**src/rtl/gbdt_ram_arbiter_pkg.sv**
```systemverilog
// Shared GBDT constants and types for the tree-RAM arbiter slice.
package gbdt_ram_arbiter_pkg;

    // Tree-RAM geometry shared by the engines, the model loader and the arbiter.
    localparam int RAM_ADDR_WIDTH    = 10;
    localparam int RAM_DATA_WIDTH    = 32;
    localparam int DEF_N_BANKS       = 8;
    localparam int WR_BANK_WIDTH     = 3;
    localparam int DEF_MAX_WR_STREAK = 4;

    // Per-bank arbitration outcome for the current cycle.
    typedef enum logic [1:0] {
        GNT_NONE  = 2'd0,
        GNT_READ  = 2'd1,
        GNT_WRITE = 2'd2
    } grant_e;

    // Width of a counter that must hold 0..max_streak inclusive.
    function automatic int streak_width(input int max_streak);
        return (max_streak < 1) ? 1 : $clog2(max_streak + 1);
    endfunction

endpackage

```
**src/rtl/gbdt_ram_arbiter_if.sv**
```systemverilog
// Engine/loader request bus and per-bank RAM strobe bus of the tree-RAM arbiter.
interface gbdt_ram_arbiter_if
    import gbdt_ram_arbiter_pkg::*;
#(
    parameter int N_BANKS = DEF_N_BANKS,
    parameter int ADDR_W  = RAM_ADDR_WIDTH
) ();

    logic                                run_active;
    logic [N_BANKS-1:0]                  rd_req;
    logic [N_BANKS-1:0][ADDR_W-1:0]      rd_addr;
    logic [N_BANKS-1:0]                  rd_gnt;
    logic [N_BANKS-1:0]                  rd_valid;
    logic                                wr_req;
    logic [WR_BANK_WIDTH-1:0]            wr_bank;
    logic [ADDR_W-1:0]                   wr_addr;
    logic [RAM_DATA_WIDTH-1:0]           wr_data;
    logic                                wr_gnt;
    logic [N_BANKS-1:0]                  ram_cs;
    logic [N_BANKS-1:0]                  ram_we;
    logic [N_BANKS-1:0]                  ram_oe;
    logic [N_BANKS-1:0][ADDR_W-1:0]      ram_address;
    logic [RAM_DATA_WIDTH-1:0]           ram_wdata;

    // Requesting side: engines, model loader, and the RAM macros it observes.
    modport master (
        output run_active, rd_req, rd_addr, wr_req, wr_bank, wr_addr, wr_data,
        input  rd_gnt, rd_valid, wr_gnt, ram_cs, ram_we, ram_oe, ram_address, ram_wdata
    );

    // Arbiter side.
    modport slave (
        input  run_active, rd_req, rd_addr, wr_req, wr_bank, wr_addr, wr_data,
        output rd_gnt, rd_valid, wr_gnt, ram_cs, ram_we, ram_oe, ram_address, ram_wdata
    );

endinterface

```
**src/rtl/gbdt_ram_arbiter_bank_port.sv**
```systemverilog
// One tree-RAM bank: read/write grant, write-streak fairness counter,
// registered RAM strobes and the read-data-valid pipeline stage.
module gbdt_bank_port
    import gbdt_ram_arbiter_pkg::*;
#(
    parameter int MAX_WR_STREAK = DEF_MAX_WR_STREAK,
    parameter int ADDR_W        = RAM_ADDR_WIDTH
) (
    input  logic              gbdt_clk,
    input  logic              gbdt_rst_n,
    input  logic              wr_hit,
    input  logic              rd_req,
    input  logic [ADDR_W-1:0] rd_addr,
    input  logic [ADDR_W-1:0] wr_addr,
    output logic              rd_gnt,
    output logic              wr_gnt,
    output logic              ram_cs,
    output logic              ram_we,
    output logic              ram_oe,
    output logic [ADDR_W-1:0] ram_address,
    output logic              rd_valid
);

    localparam int                  STREAK_W   = streak_width(MAX_WR_STREAK);
    localparam logic [STREAK_W-1:0] STREAK_MAX = STREAK_W'(MAX_WR_STREAK);

    grant_e              gnt;
    logic                streak_full;
    logic [STREAK_W-1:0] streak_q;
    logic [STREAK_W-1:0] streak_d;

    // Write wins contention until the pending read has lost MAX_WR_STREAK times in a row.
    always_comb begin
        streak_full = (streak_q == STREAK_MAX);
        gnt         = GNT_NONE;
        if (wr_hit && !(rd_req && streak_full)) begin
            gnt = GNT_WRITE;
        end else if (rd_req) begin
            gnt = GNT_READ;
        end
    end

    assign rd_gnt = (gnt == GNT_READ);
    assign wr_gnt = (gnt == GNT_WRITE);

    // Streak counts only write wins that starved a waiting read; any read grant or idle read resets it.
    always_comb begin
        streak_d = streak_q;
        if (!rd_req || rd_gnt) begin
            streak_d = '0;
        end else if (wr_gnt && !streak_full) begin
            streak_d = streak_q + STREAK_W'(1);
        end
    end

    // Streak counter register.
    always_ff @(posedge gbdt_clk or negedge gbdt_rst_n) begin
        if (!gbdt_rst_n) begin
            streak_q <= '0;
        end else begin
            streak_q <= streak_d;
        end
    end

    // RAM strobes follow the grant by one cycle and last exactly one cycle.
    always_ff @(posedge gbdt_clk or negedge gbdt_rst_n) begin
        if (!gbdt_rst_n) begin
            ram_cs      <= 1'b0;
            ram_we      <= 1'b0;
            ram_oe      <= 1'b0;
            ram_address <= '0;
        end else begin
            ram_cs <= rd_gnt || wr_gnt;
            ram_we <= wr_gnt;
            ram_oe <= rd_gnt;
            if (wr_gnt) begin
                ram_address <= wr_addr;
            end else if (rd_gnt) begin
                ram_address <= rd_addr;
            end
        end
    end

    // Read data lands one cycle after the output-enable strobe.
    always_ff @(posedge gbdt_clk or negedge gbdt_rst_n) begin
        if (!gbdt_rst_n) begin
            rd_valid <= 1'b0;
        end else begin
            rd_valid <= ram_oe;
        end
    end

    a_one_grant_per_bank : assert property (
        @(posedge gbdt_clk) disable iff (!gbdt_rst_n) !(rd_gnt && wr_gnt));

    a_we_oe_exclusive : assert property (
        @(posedge gbdt_clk) disable iff (!gbdt_rst_n) !(ram_we && ram_oe));

endmodule

```
**src/rtl/gbdt_ram_arbiter.sv**
```systemverilog
// Tree-RAM arbiter: N_BANKS engine read ports share each bank with a single
// model-loader write port. Writes are blocked while classification runs.
// N_BANKS must match the N_BANKS of the connected interface instance.
module gbdt_ram_arbiter
    import gbdt_ram_arbiter_pkg::*;
#(
    parameter int N_BANKS       = DEF_N_BANKS,
    parameter int MAX_WR_STREAK = DEF_MAX_WR_STREAK
) (
    input  logic               gbdt_clk,
    input  logic               gbdt_rst_n,
    gbdt_ram_arbiter_if.slave  bus
);

    logic [N_BANKS-1:0]                     wr_hit;
    logic [N_BANKS-1:0]                     rd_gnt_w;
    logic [N_BANKS-1:0]                     wr_gnt_w;
    logic [N_BANKS-1:0]                     ram_cs_w;
    logic [N_BANKS-1:0]                     ram_we_w;
    logic [N_BANKS-1:0]                     ram_oe_w;
    logic [N_BANKS-1:0]                     rd_valid_w;
    logic [N_BANKS-1:0][RAM_ADDR_WIDTH-1:0] ram_address_w;
    logic [RAM_DATA_WIDTH-1:0]              ram_wdata_q;

    for (genvar i = 0; i < N_BANKS; i++) begin : g_bank
        localparam logic [WR_BANK_WIDTH-1:0] BANK_ID = WR_BANK_WIDTH'(i);

        // A write only targets a bank while the engines are idle.
        assign wr_hit[i] = bus.wr_req && !bus.run_active && (bus.wr_bank == BANK_ID);

        gbdt_bank_port #(
            .MAX_WR_STREAK (MAX_WR_STREAK),
            .ADDR_W        (RAM_ADDR_WIDTH)
        ) u_port (
            .gbdt_clk    (gbdt_clk),
            .gbdt_rst_n  (gbdt_rst_n),
            .wr_hit      (wr_hit[i]),
            .rd_req      (bus.rd_req[i]),
            .rd_addr     (bus.rd_addr[i]),
            .wr_addr     (bus.wr_addr),
            .rd_gnt      (rd_gnt_w[i]),
            .wr_gnt      (wr_gnt_w[i]),
            .ram_cs      (ram_cs_w[i]),
            .ram_we      (ram_we_w[i]),
            .ram_oe      (ram_oe_w[i]),
            .ram_address (ram_address_w[i]),
            .rd_valid    (rd_valid_w[i])
        );
    end

    // Write data is shared by all banks; only capture it on an accepted write.
    always_ff @(posedge gbdt_clk or negedge gbdt_rst_n) begin
        if (!gbdt_rst_n) begin
            ram_wdata_q <= '0;
        end else if (|wr_gnt_w) begin
            ram_wdata_q <= bus.wr_data;
        end
    end

    assign bus.rd_gnt      = rd_gnt_w;
    assign bus.wr_gnt      = |wr_gnt_w;
    assign bus.rd_valid    = rd_valid_w;
    assign bus.ram_cs      = ram_cs_w;
    assign bus.ram_we      = ram_we_w;
    assign bus.ram_oe      = ram_oe_w;
    assign bus.ram_address = ram_address_w;
    assign bus.ram_wdata   = ram_wdata_q;

endmodule

```
**src/flat_wrapper.sv**
```systemverilog
// flat-port wrapper written by rule: the top's interface ports become plain ports
module gbdt_ram_arbiter_flat import gbdt_ram_arbiter_pkg::*;
#(
    parameter int N_BANKS       = DEF_N_BANKS,
    parameter int MAX_WR_STREAK = DEF_MAX_WR_STREAK
)
  (gbdt_clk, gbdt_rst_n, bus_run_active, bus_rd_req, bus_rd_addr, bus_wr_req, bus_wr_bank, bus_wr_addr, bus_wr_data, bus_rd_gnt, bus_rd_valid, bus_wr_gnt, bus_ram_cs, bus_ram_we, bus_ram_oe, bus_ram_address, bus_ram_wdata);
  gbdt_ram_arbiter_if #(.N_BANKS(N_BANKS), .ADDR_W((RAM_ADDR_WIDTH))) bus_i ();
  input  logic gbdt_clk;
  input  logic gbdt_rst_n;
  input wire logic [$bits(bus_i.run_active)-1:0] bus_run_active;
  input wire logic [$bits(bus_i.rd_req)-1:0] bus_rd_req;
  input wire logic [$bits(bus_i.rd_addr)-1:0] bus_rd_addr;
  input wire logic [$bits(bus_i.wr_req)-1:0] bus_wr_req;
  input wire logic [$bits(bus_i.wr_bank)-1:0] bus_wr_bank;
  input wire logic [$bits(bus_i.wr_addr)-1:0] bus_wr_addr;
  input wire logic [$bits(bus_i.wr_data)-1:0] bus_wr_data;
  output wire logic [$bits(bus_i.rd_gnt)-1:0] bus_rd_gnt;
  output wire logic [$bits(bus_i.rd_valid)-1:0] bus_rd_valid;
  output wire logic [$bits(bus_i.wr_gnt)-1:0] bus_wr_gnt;
  output wire logic [$bits(bus_i.ram_cs)-1:0] bus_ram_cs;
  output wire logic [$bits(bus_i.ram_we)-1:0] bus_ram_we;
  output wire logic [$bits(bus_i.ram_oe)-1:0] bus_ram_oe;
  output wire logic [$bits(bus_i.ram_address)-1:0] bus_ram_address;
  output wire logic [$bits(bus_i.ram_wdata)-1:0] bus_ram_wdata;
  assign bus_i.run_active = bus_run_active;
  assign bus_i.rd_req = bus_rd_req;
  assign bus_i.rd_addr = bus_rd_addr;
  assign bus_i.wr_req = bus_wr_req;
  assign bus_i.wr_bank = bus_wr_bank;
  assign bus_i.wr_addr = bus_wr_addr;
  assign bus_i.wr_data = bus_wr_data;
  assign bus_rd_gnt = bus_i.rd_gnt;
  assign bus_rd_valid = bus_i.rd_valid;
  assign bus_wr_gnt = bus_i.wr_gnt;
  assign bus_ram_cs = bus_i.ram_cs;
  assign bus_ram_we = bus_i.ram_we;
  assign bus_ram_oe = bus_i.ram_oe;
  assign bus_ram_address = bus_i.ram_address;
  assign bus_ram_wdata = bus_i.ram_wdata;
  gbdt_ram_arbiter #(.N_BANKS(N_BANKS), .MAX_WR_STREAK(MAX_WR_STREAK)) u_core (.gbdt_clk(gbdt_clk), .gbdt_rst_n(gbdt_rst_n), .bus(bus_i));
endmodule
```
**config.mk**
```make
export PLATFORM = sky130hd
export DESIGN_NAME = gbdt_ram_arbiter_flat
export DESIGN_NICKNAME = d
export VERILOG_FILES = /design/src/rtl/gbdt_ram_arbiter_pkg.sv /design/src/rtl/gbdt_ram_arbiter_if.sv /design/src/rtl/gbdt_ram_arbiter_bank_port.sv /design/src/rtl/gbdt_ram_arbiter.sv /design/src/flat_wrapper.sv
export SDC_FILE = /design/constraint.sdc
export NUM_CORES = 1
export LEC_CHECK = 0
export BUFFER_PORTS_ARGS = -buffer_cell sky130_fd_sc_hd__buf_2
export CAP_MARGIN = 10
export CORE_AREA = 2 2 156 158
export CTS_CLUSTER_SIZE = 30
export DETAILED_ROUTE_END_ITERATION = 10
export DIE_AREA = 0 0 158 160
export GPL_TIMING_DRIVEN = 0
export SYNTH_ARGS = -nofsm -noshare
export SYNTH_HDL_FRONTEND = slang
export SYNTH_HIERARCHICAL = 1
export SYNTH_SLANG_ARGS = --single-unit
```
**constraint.sdc**
```tcl
create_clock -name gbdt_clk -period 4.2 [get_ports gbdt_clk]
set_clock_uncertainty 0.15 [all_clocks]
set_input_delay 0.84 -clock gbdt_clk [delete_from_list [all_inputs] [get_ports gbdt_clk]]
set_output_delay 0.84 -clock gbdt_clk [all_outputs]
set_load 0.1 [all_outputs]
```
# Word-level counts from Yosys, hierarchy flattened
# Cells that the tools add are included.
[totals]
reg_bits = 168
input_bits = 137
out_inout_bits = 153
wordCells = 228
[classes]
addsub = 8
n_eq_ne = 31
muxes = 48
n_reduce_logical = 92
[op_table]
columns = ["op", "n"]
rows = [
  ["$mux W10", 16],
  ["$mux W3", 16],
  ["$eq A3 B3 Y1 const B", 12],
  ["$logic_and A1 B1 Y1", 33],
  ["$reduce_bool A2 Y1", 16],
  ["$logic_not A1 Y1", 25],
  ["$add A3 B1 Y3 const B", 8],
  ["$eq A2 B1 Y1 const B", 8],
  ["$eq A2 B2 Y1 const B", 8],
  ["$logic_or A1 B1 Y1", 16],
  ["$mux W2", 8],
  ["$mux W1", 8],
  ["$reduce_or A8 Y1", 1],
  ["$eq A3 B2 Y1 const B", 2],
  ["$eq A3 B1 Y1 const B", 1],
  ["$logic_not A3 Y1", 1],
]

# Depth between registers and ports, before layout
# Gate-level depths: netlist of the first run.
[logic_depth]
ltp_word = 9
ltp_mapped = 9

# Hierarchy
# The synthesis of the first run kept the hierarchy.
[modules_own_cells]
columns = ["mod", "instances", "cells_per_inst", "area_each_um2"]
rows = [
  ["gbdt_bank_port", 8, 64, 787.0],
  ["gbdt_ram_arbiter", 1, 83, 1387.6],
]

# Worst setup path before layout of the first run
# OpenSTA, ideal clock, no wires.
[synth_timing]
path_type = "input to output"
from = "input bus_wr_req"
to = "output bus_rd_gnt[0]"
t_arrival_ns = 2.612
required_ns = 3.210
setup_slack_ns = 0.598
stages = 4
n_path_buf = 0
cell_sequence = "or3b_2 -> nor3_1 -> and2_4 -> nor2b_1"
[synth_via]
elab_chain_len = 5
[synth_rtl]
columns = ["item", "line_no", "source"]
rows = [
  ["start, declared", "flat_wrapper.sv:14", "input wire logic [$bits(bus_i.wr_req)-1:0] bus_wr_req;"],
  ["$logic_and A1 B1 Y1 (2 in series)", "gbdt_ram_arbiter.sv:29", "assign wr_hit[i] = bus.wr_req && !bus.run_active && (bus.wr_bank == BANK_ID);"],
  ["net u_core.wr_hit[0]", "gbdt_ram_arbiter.sv:15", "logic [N_BANKS-1:0] wr_hit;"],
  ["$logic_and A1 B1 Y1", "gbdt_ram_arbiter_bank_port.sv:36", "if (wr_hit && !(rd_req && streak_full)) begin"],
  ["$mux W2", "gbdt_ram_arbiter_bank_port.sv:36", ""],
  ["$eq A2 B1 Y1", "gbdt_ram_arbiter_bank_port.sv:43", "assign rd_gnt = (gnt == GNT_READ);"],
  ["end, declared", "flat_wrapper.sv:18", "output wire logic [$bits(bus_i.rd_gnt)-1:0] bus_rd_gnt;"],
]
# The timed path passes the listed nets, and every way through them passes these cells.

# Final worst setup path of the first run
[layout_timing]
from = "input bus_run_active"
to = "output bus_wr_gnt"
[layout_via]
elab_chain_len = 7
elab_cells_between_ends = 35
classes_between = "8 x eq/ne; 8 x mux; 19 x reduce/logical"
[layout_rtl]
columns = ["item", "line_no", "source"]
rows = [
  ["start, declared", "flat_wrapper.sv:11", "input wire logic [$bits(bus_i.run_active)-1:0] bus_run_active;"],
  ["$logic_not A1 Y1", "gbdt_ram_arbiter.sv:29", ""],
  ["$logic_and A1 B1 Y1 (2 in series)", "gbdt_ram_arbiter.sv:29", ""],
  ["net u_core.wr_hit[0]", "gbdt_ram_arbiter.sv:15", ""],
  ["$logic_and A1 B1 Y1", "gbdt_ram_arbiter_bank_port.sv:36", ""],
  ["$mux W2", "gbdt_ram_arbiter_bank_port.sv:36", ""],
  ["$eq A2 B2 Y1", "gbdt_ram_arbiter_bank_port.sv:44", "assign wr_gnt = (gnt == GNT_WRITE);"],
  ["net u_core.wr_gnt_w[0]", "gbdt_ram_arbiter.sv:17", "logic [N_BANKS-1:0] wr_gnt_w;"],
  ["$reduce_or A8 Y1", "gbdt_ram_arbiter.sv:61", "assign bus.wr_gnt = |wr_gnt_w;"],
  ["end, declared", "flat_wrapper.sv:20", "output wire logic [$bits(bus_i.wr_gnt)-1:0] bus_wr_gnt;"],
]
# The timed path passes the listed nets, and every way through them passes these cells.

==> flow_summary.toml, run 1 <==
[status]
status = "completed"

[grt]
top_usage_layer = "met2"
grt_pass1_wl_mm = 33.62
use_met2_pct = 27.77
first_global_vias = 5847
antenna_found_initial = 2
grt_util_met3_pct = 4.966
use_met1_pct = 24.19
grt_max_degree = 93
grtUsageTotal_pct = 17.66
overflow = 0

[sta]
worstMarginPinSlew_ns = 0.5908
fmax_ghz = 0.2473
finalCritPeriodShare_pct = 96.29
rsz0062_at_grt = "false"
drv_slew = 0
max_slew_margin_pct = 60.61
fin_setup_tns_ns = 0
finalSetupViolations = 0
hold_viol = 0
fin_crit_ns = 4.044

[setup_path]
endpoint_kind = "output pin"
cp_max_fo = 11
path_class = "input port to output pin"
critPathArrivalTime_ns = 3.05
cp-start-kind = "input port"
crit_required_ns = 3.21

[hold_path]
hold_path_class = "input port to asynchronous set/reset pin"

[synth]
ys.flop_type = "dfrtp_1"
syn_avg_cell_area_um2 = 12.91
syn_nets = 748
synth_cells = 595
netlist_area_mm2 = 0.007684
synth_edf_count = 0
synth_seq_cells = 168
seq_area_frac_synth_pct = 54.71
synthArstFlopShare_pct = 100.0
ys_types = 26
yosys_warnings = 6

[route]
dr.pass1.iters = 4
drt_iter0_drc = 228
drc_errors = 0
via_per_inst = 4.640
routedWlPerCell_um = 18.06
antenna_left = 0
vias = 5726
routed_wirelength_mm = 22.28

[clock_tree]
clkLatencyLatePin_ns = 0.42
hold_buffers = 0
cts.path.max_buffers = 2
cts.sinks = 168
cts_tree = "built"
cts.repair.resized = 3
cts.htree.levels = 4
postCtsSetupBuffers = 0
cts-buffers-inserted = 17
root_buffer = "clkbuf_16"
clk_pin_slew_ns = 0.07

[layout]
multiInputGateArea_mm2 = 0.003114
area_delta_synth_final_pct = 31.84
finalInstanceArea_mm2 = 0.01013
final_core_util_pct = 42.53
fin_nets = 1049
register_area_mm2 = 0.004204
nFillCells = 2350
drive_above_1_share_pct = 52.92

[floorplan]
core_area_mm2 = 0.02382
die_h_um = 160
dieArea_mm2 = 0.02528
die_w_um = 158
io_pins = 290
num_rows = 57
start_util_pct = 32.26

[place]
dpl.hpwl_mm = 15.72
placed_area_mm2 = 0.009533
port-buffer-count = 281
place_congestion = 0.7709

[pwr]
pwr-share-clk_pct = 27.7
peakVddDrop_mv = 0.2490
total_power_w = 0.005606
cellPowerDensity_mw_per_mm2 = 553.4
netSwitchingPower_w = 0.002568
p_leak_nw = 5.079
p_int_w = 0.003039
seqPwrFrac_pct = 33.8
pwr-share-comb_pct = 38.6
switching_share_pct = 45.80

[run]
maxCapViolCount = 0
==> registers in the layout (all words and copies together), names as in the netlist <==
name / flops
u_core/g_bank.u_port/rd_valid: 8
u_core/g_bank.u_port/ram_oe: 8
u_core/g_bank.u_port/streak_q: 24
u_core/bus.ram_wdata: 32
u_core/g_bank.u_port/ram_address: 80
u_core/g_bank.u_port/ram_we: 8
u_core/g_bank.u_port/ram_cs: 8
==> power by group through the flow <==
stage / Sequential (W) / Combinational (W) / Clock [W]
after floorplan: 0.00330 / 0.000377 / 0
after global placement: 0.00192 / 0.00216 / 0
after detailed placement: 0.00192 / 0.00217 / 0
after CTS: 0.00190 / 0.00217 / 0.00160
after global routing: 0.00192 / 0.00223 / 0.00167
final: 0.00189 / 0.00216 / 0.00155
==> placed cells by master, fill, tap and decap left out, types with 4 or more instances in the layout <==
master     instances
inv_1             16
o21ai_0            8
or2_2              8
inv_6              4
clkbuf_1           9
o21ai_2           72
buf_6             19
nor2b_1            8
nor2_1             5
nand3_2            8
xor2_1             8
nand3_1           80
and3_1            24
and2_4             8
mux2_4            29
mux2i_1           80
buf_2            295
dfrtp_1          168
ha_1              16
clkbuf_16         17
==> path summary, 6_finish.rpt <==
check | from | to | slack [ns] | depth (start not counted)
min reg2reg | u_core/g_bank[3].u_port/ram_oe$_DFF_PN0_ | u_core/g_bank[3].u_port/rd_valid$_DFF_PN0_ | 0.22 | 0
min | gbdt_rst_n | u_core/bus.ram_wdata[31]$_DFFE_PN0P_ | 0.22 | 1
max in group asynchronous | gbdt_rst_n | u_core/g_bank[6].u_port/rd_valid$_DFF_PN0_ | 2.80 | 2
min in group gbdt_clk | u_core/g_bank[3].u_port/ram_oe$_DFF_PN0_ | u_core/g_bank[3].u_port/rd_valid$_DFF_PN0_ | 0.22 | 0
max | bus_run_active | bus_wr_gnt | 0.16 | 9
max reg2reg | u_core/g_bank[5].u_port/streak_q[0]$_DFFE_PN0P_ | u_core/bus.ram_wdata[26]$_DFFE_PN0P_ | 1.60 | 9
==> final cells by class <==
class	instances	share of cell area [%]
diodes	1	0.02470
plain buffers	43	3.199
clock buffers	18	4.237
clock inverters	14	1.420
inverters	16	0.5929
multi-input cells	368	30.74
flip-flops and latches	168	41.50
well taps	324	4.002
repair buffers	282	14.28
==> kinds of logic after synthesis <==
group,Yosys count,synth area share [%]
flip-flops,168,54.71
AND/OR/NAND/NOR,152,11.51
multiplexers,112,16.53
AO/OA/AOI/OAI,80,8.728
buffers and inverters,59,4.999
adder cells (fa/ha/maj),16,2.605
XOR/XNOR,8,0.9119
==> per-layer routing <==
metal  share of wire [%]  up-vias  routed length (µm)
met3                 7.6       19                1696
met1                  45     2774               10100
li1                    -     2712                   -
met5               0.058        -                  13
met2                  46      219               10230
met4                 1.1        2                 243
==> cells in the mapped netlist, types with 8 or more instances <==
| cell type | count | area [µm²] |
|---|---|---|
| dfrtp_1 | 168 | 4204 |
| mux2i_1 | 80 | 800.8 |
| nand3_1 | 80 | 400.4 |
| o21ai_2 | 72 | 630.6 |
| mux2_4 | 29 | 435.4 |
| and3_1 | 24 | 150.1 |
| buf_6 | 19 | 214.0 |
| buf_2 | 16 | 80.08 |
| ha_1 | 16 | 200.2 |
| inv_1 | 16 | 60.06 |
| and2_4 | 8 | 70.07 |
| clkbuf_1 | 8 | 30.03 |
| nand3_2 | 8 | 80.08 |
| nor2b_1 | 8 | 50.05 |
| o21ai_0 | 8 | 40.04 |
| or2_2 | 8 | 50.05 |
| xor2_1 | 8 | 70.07 |
==> stage by stage <==
step           hold WS [ns]  std cells  setup WS (ns)
5_1_grt              0.2362       1234        0.03537
4_1_cts              0.2246       1233        0.04118
2_1_floorplan        0.3927        595         0.5983
6_report             0.2199       1234         0.1559
3_3_place_gp         0.2010       1200        -0.6890
3_5_place_dp         0.2069       1201        -0.2564
==> worst max-delay path: stages <==
cell and delay, ns:
buf_2 0.10, or3b_2 0.58, nor3_4 0.22, and2_4 0.22
buf_6 0.19, nor4_1 0.09, nand2_2 0.25, buf_6 0.23
buf_4 0.31
Power figures use the tool's default switching activity.
==> inputs of run 2 (changes only) <==
--- a/config.mk
+++ b/config.mk
@@ -5,7 +5,7 @@
 export SDC_FILE = /design/constraint.sdc
 export NUM_CORES = 1
 export LEC_CHECK = 0
-export BUFFER_PORTS_ARGS = -buffer_cell sky130_fd_sc_hd__buf_2
+export BUFFER_PORTS_ARGS = -buffer_cell sky130_fd_sc_hd__buf_4
 export CAP_MARGIN = 10
 export CORE_AREA = 2 2 156 158
 export CTS_CLUSTER_SIZE = 30
==> flow_summary.toml, run 2 (synthesis gave the netlist of run 1 again) <==
[sta]
fin_setup_tns_ns = 0
worstMarginPinSlew_ns = 0.6333
max_slew_margin_pct = 57.78
drv_slew = 0
fmax_ghz = 0.2456
hold_viol = 0
fin_crit_ns = 4.071
hold-worst-slack_ns = 0.2193
finalSetupViolations = 0
finalCritPeriodShare_pct = 96.94
rsz0062_at_grt = "false"

[setup_path]
r2r-start = "u_core/g_bank[1].u_port/streak_q[0]$_DFFE_PN0P_"
slowest_delay_ns = 0.57
crit_required_ns = 3.21
rr_worst_depth = 9
cp-startpoint = "bus_run_active"
cp_slowest_cell = "or3b_2"
cp_max_fo = 11
ff2ff_setup_slack_ns = 1.65
crit_path_end = "bus_wr_gnt"
critPathArrivalTime_ns = 3.08
path_class = "input port to output pin"
path_cells = "buf_4 > or3b_2 > nor3_4 > and2_4 > buf_6 > nor4_1 > nand2_2 > buf_6 > buf_4"
endpoint_kind = "output pin"
reg2reg_to = "u_core/bus.ram_wdata[2]$_DFFE_PN0P_"
cp-start-kind = "input port"

[clock_tree]
cts_tree = "built"
clkLatencyLatePin_ns = 0.43
cts-buffers-inserted = 17
cts.path.max_buffers = 2
clk_pin_slew_ns = 0.07
cts.sinks = 168
root_buffer = "clkbuf_16"
cts.htree.levels = 4
postCtsSetupBuffers = 0

[grt]
grtUsageTotal_pct = 17.98
grt_max_degree = 89
overflow = 0
grt_pass1_wl_mm = 34.24
first_global_vias = 5802
antenna_found_initial = 0

[floorplan]
num_rows = 57
dieArea_mm2 = 0.02528
die_w_um = 158
io_pins = 290
die_h_um = 160
start_util_pct = 32.26
core_area_mm2 = 0.02382

[layout]
largest_register = "u_core/g_bank.u_port/ram_address"
final_cell_mix = "280 x buf_4, 168 x dfrtp_1, 80 x mux2i_1, 80 x nand3_1, 72 x o21ai_2"
final_common_cell = "buf_4"
largest_reg_flops = 80
fin_nets = 1049
finalInstanceArea_mm2 = 0.01086
drive_above_1_share_pct = 52.86
area_delta_synth_final_pct = 41.34
instances_no_fill = 1232
num_antenna_cells = 0

[place]
post-place-cells = 1201
placed_area_mm2 = 0.01023
port-buffer-count = 281
dpl.hpwl_mm = 16.24
place_congestion = 0.7378

[pwr]
total_power_w = 0.005873
peakVddDrop_mv = 0.2414
cellPowerDensity_mw_per_mm2 = 540.8
p_leak_nw = 5.325

[status]
status = "completed"

[run]
maxCapViolCount = 0

[route]
drt_iter0_drc = 229
dr.pass1.iters = 4
routedWlPerCell_um = 18.55
antenna_left = 0
routed_wirelength_mm = 22.85
drc_errors = 0
vias = 5683
via_per_inst = 4.613

[hold_path]
hp-start = "u_core/g_bank[3].u_port/ram_oe$_DFF_PN0_"
hold_path_class = "flip-flop to flip-flop"
[run 2: stage by stage]
stage | utilization [%] | setup slack, ns
global placement | 42.81 | -0.1324
detailed placement | 42.96 | -0.1582
floorplan | - | 0.5983
CTS | 45.56 | 0.01292
finish | 45.59 | 0.1287
global route | 45.59 | 0.02625
[run 2: report_power, final]
part	switching [W]	internal, W
clock	0.000693	0.000960
combinational	0.00177	0.000547
sequential	0.000101	0.00180
total	0.00256	0.00331
[run 2: worst min path at each step]
stage | to | depth (start not counted)
6_report | u_core/g_bank[3].u_port/rd_valid$_DFF_PN0_ | 0
2_1_floorplan | u_core/bus.ram_wdata[0]$_DFFE_PN0P_ | 0
5_1_grt | u_core/g_bank[5].u_port/rd_valid$_DFF_PN0_ | 0
3_3_place_gp | u_core/g_bank[3].u_port/rd_valid$_DFF_PN0_ | 0
3_5_place_dp | u_core/g_bank[3].u_port/rd_valid$_DFF_PN0_ | 0
4_1_cts | u_core/g_bank[3].u_port/rd_valid$_DFF_PN0_ | 0
[run 2: layout make-up]
type	instances	area [µm²]
Buffer	43	324.1
Clock buffer	19	442.9
Clock inverter	12	165.2
Fill cell	2260	12960
Inverter	16	60.06
Multi-Input combinational cell	368	3114
Sequential cell	168	4204
Tap cell	324	405.4
Timing Repair Buffer	282	2145
[run 2: worst max-delay path: cells and delay by family]
kind / cells / cell delay [ns]
buffers and inverters: 4 / 0.83
and+or+nand+nor: 5 / 1.38
[run 2: timing repair]
item | in CTS | in global routing
hold buffers | 0 | 0
resized for setup | 2 | 2
endpoints found under the setup margin | 1 | 1
[run 2: routing by layer]
metal	up-vias	GRT usage, %	wire length, µm
met5	-	0	0
met4	0	4.382	280
met3	13	5.455	1941
met2	201	27.37	10560
met1	2763	25.10	10070
li1	2706	-	-
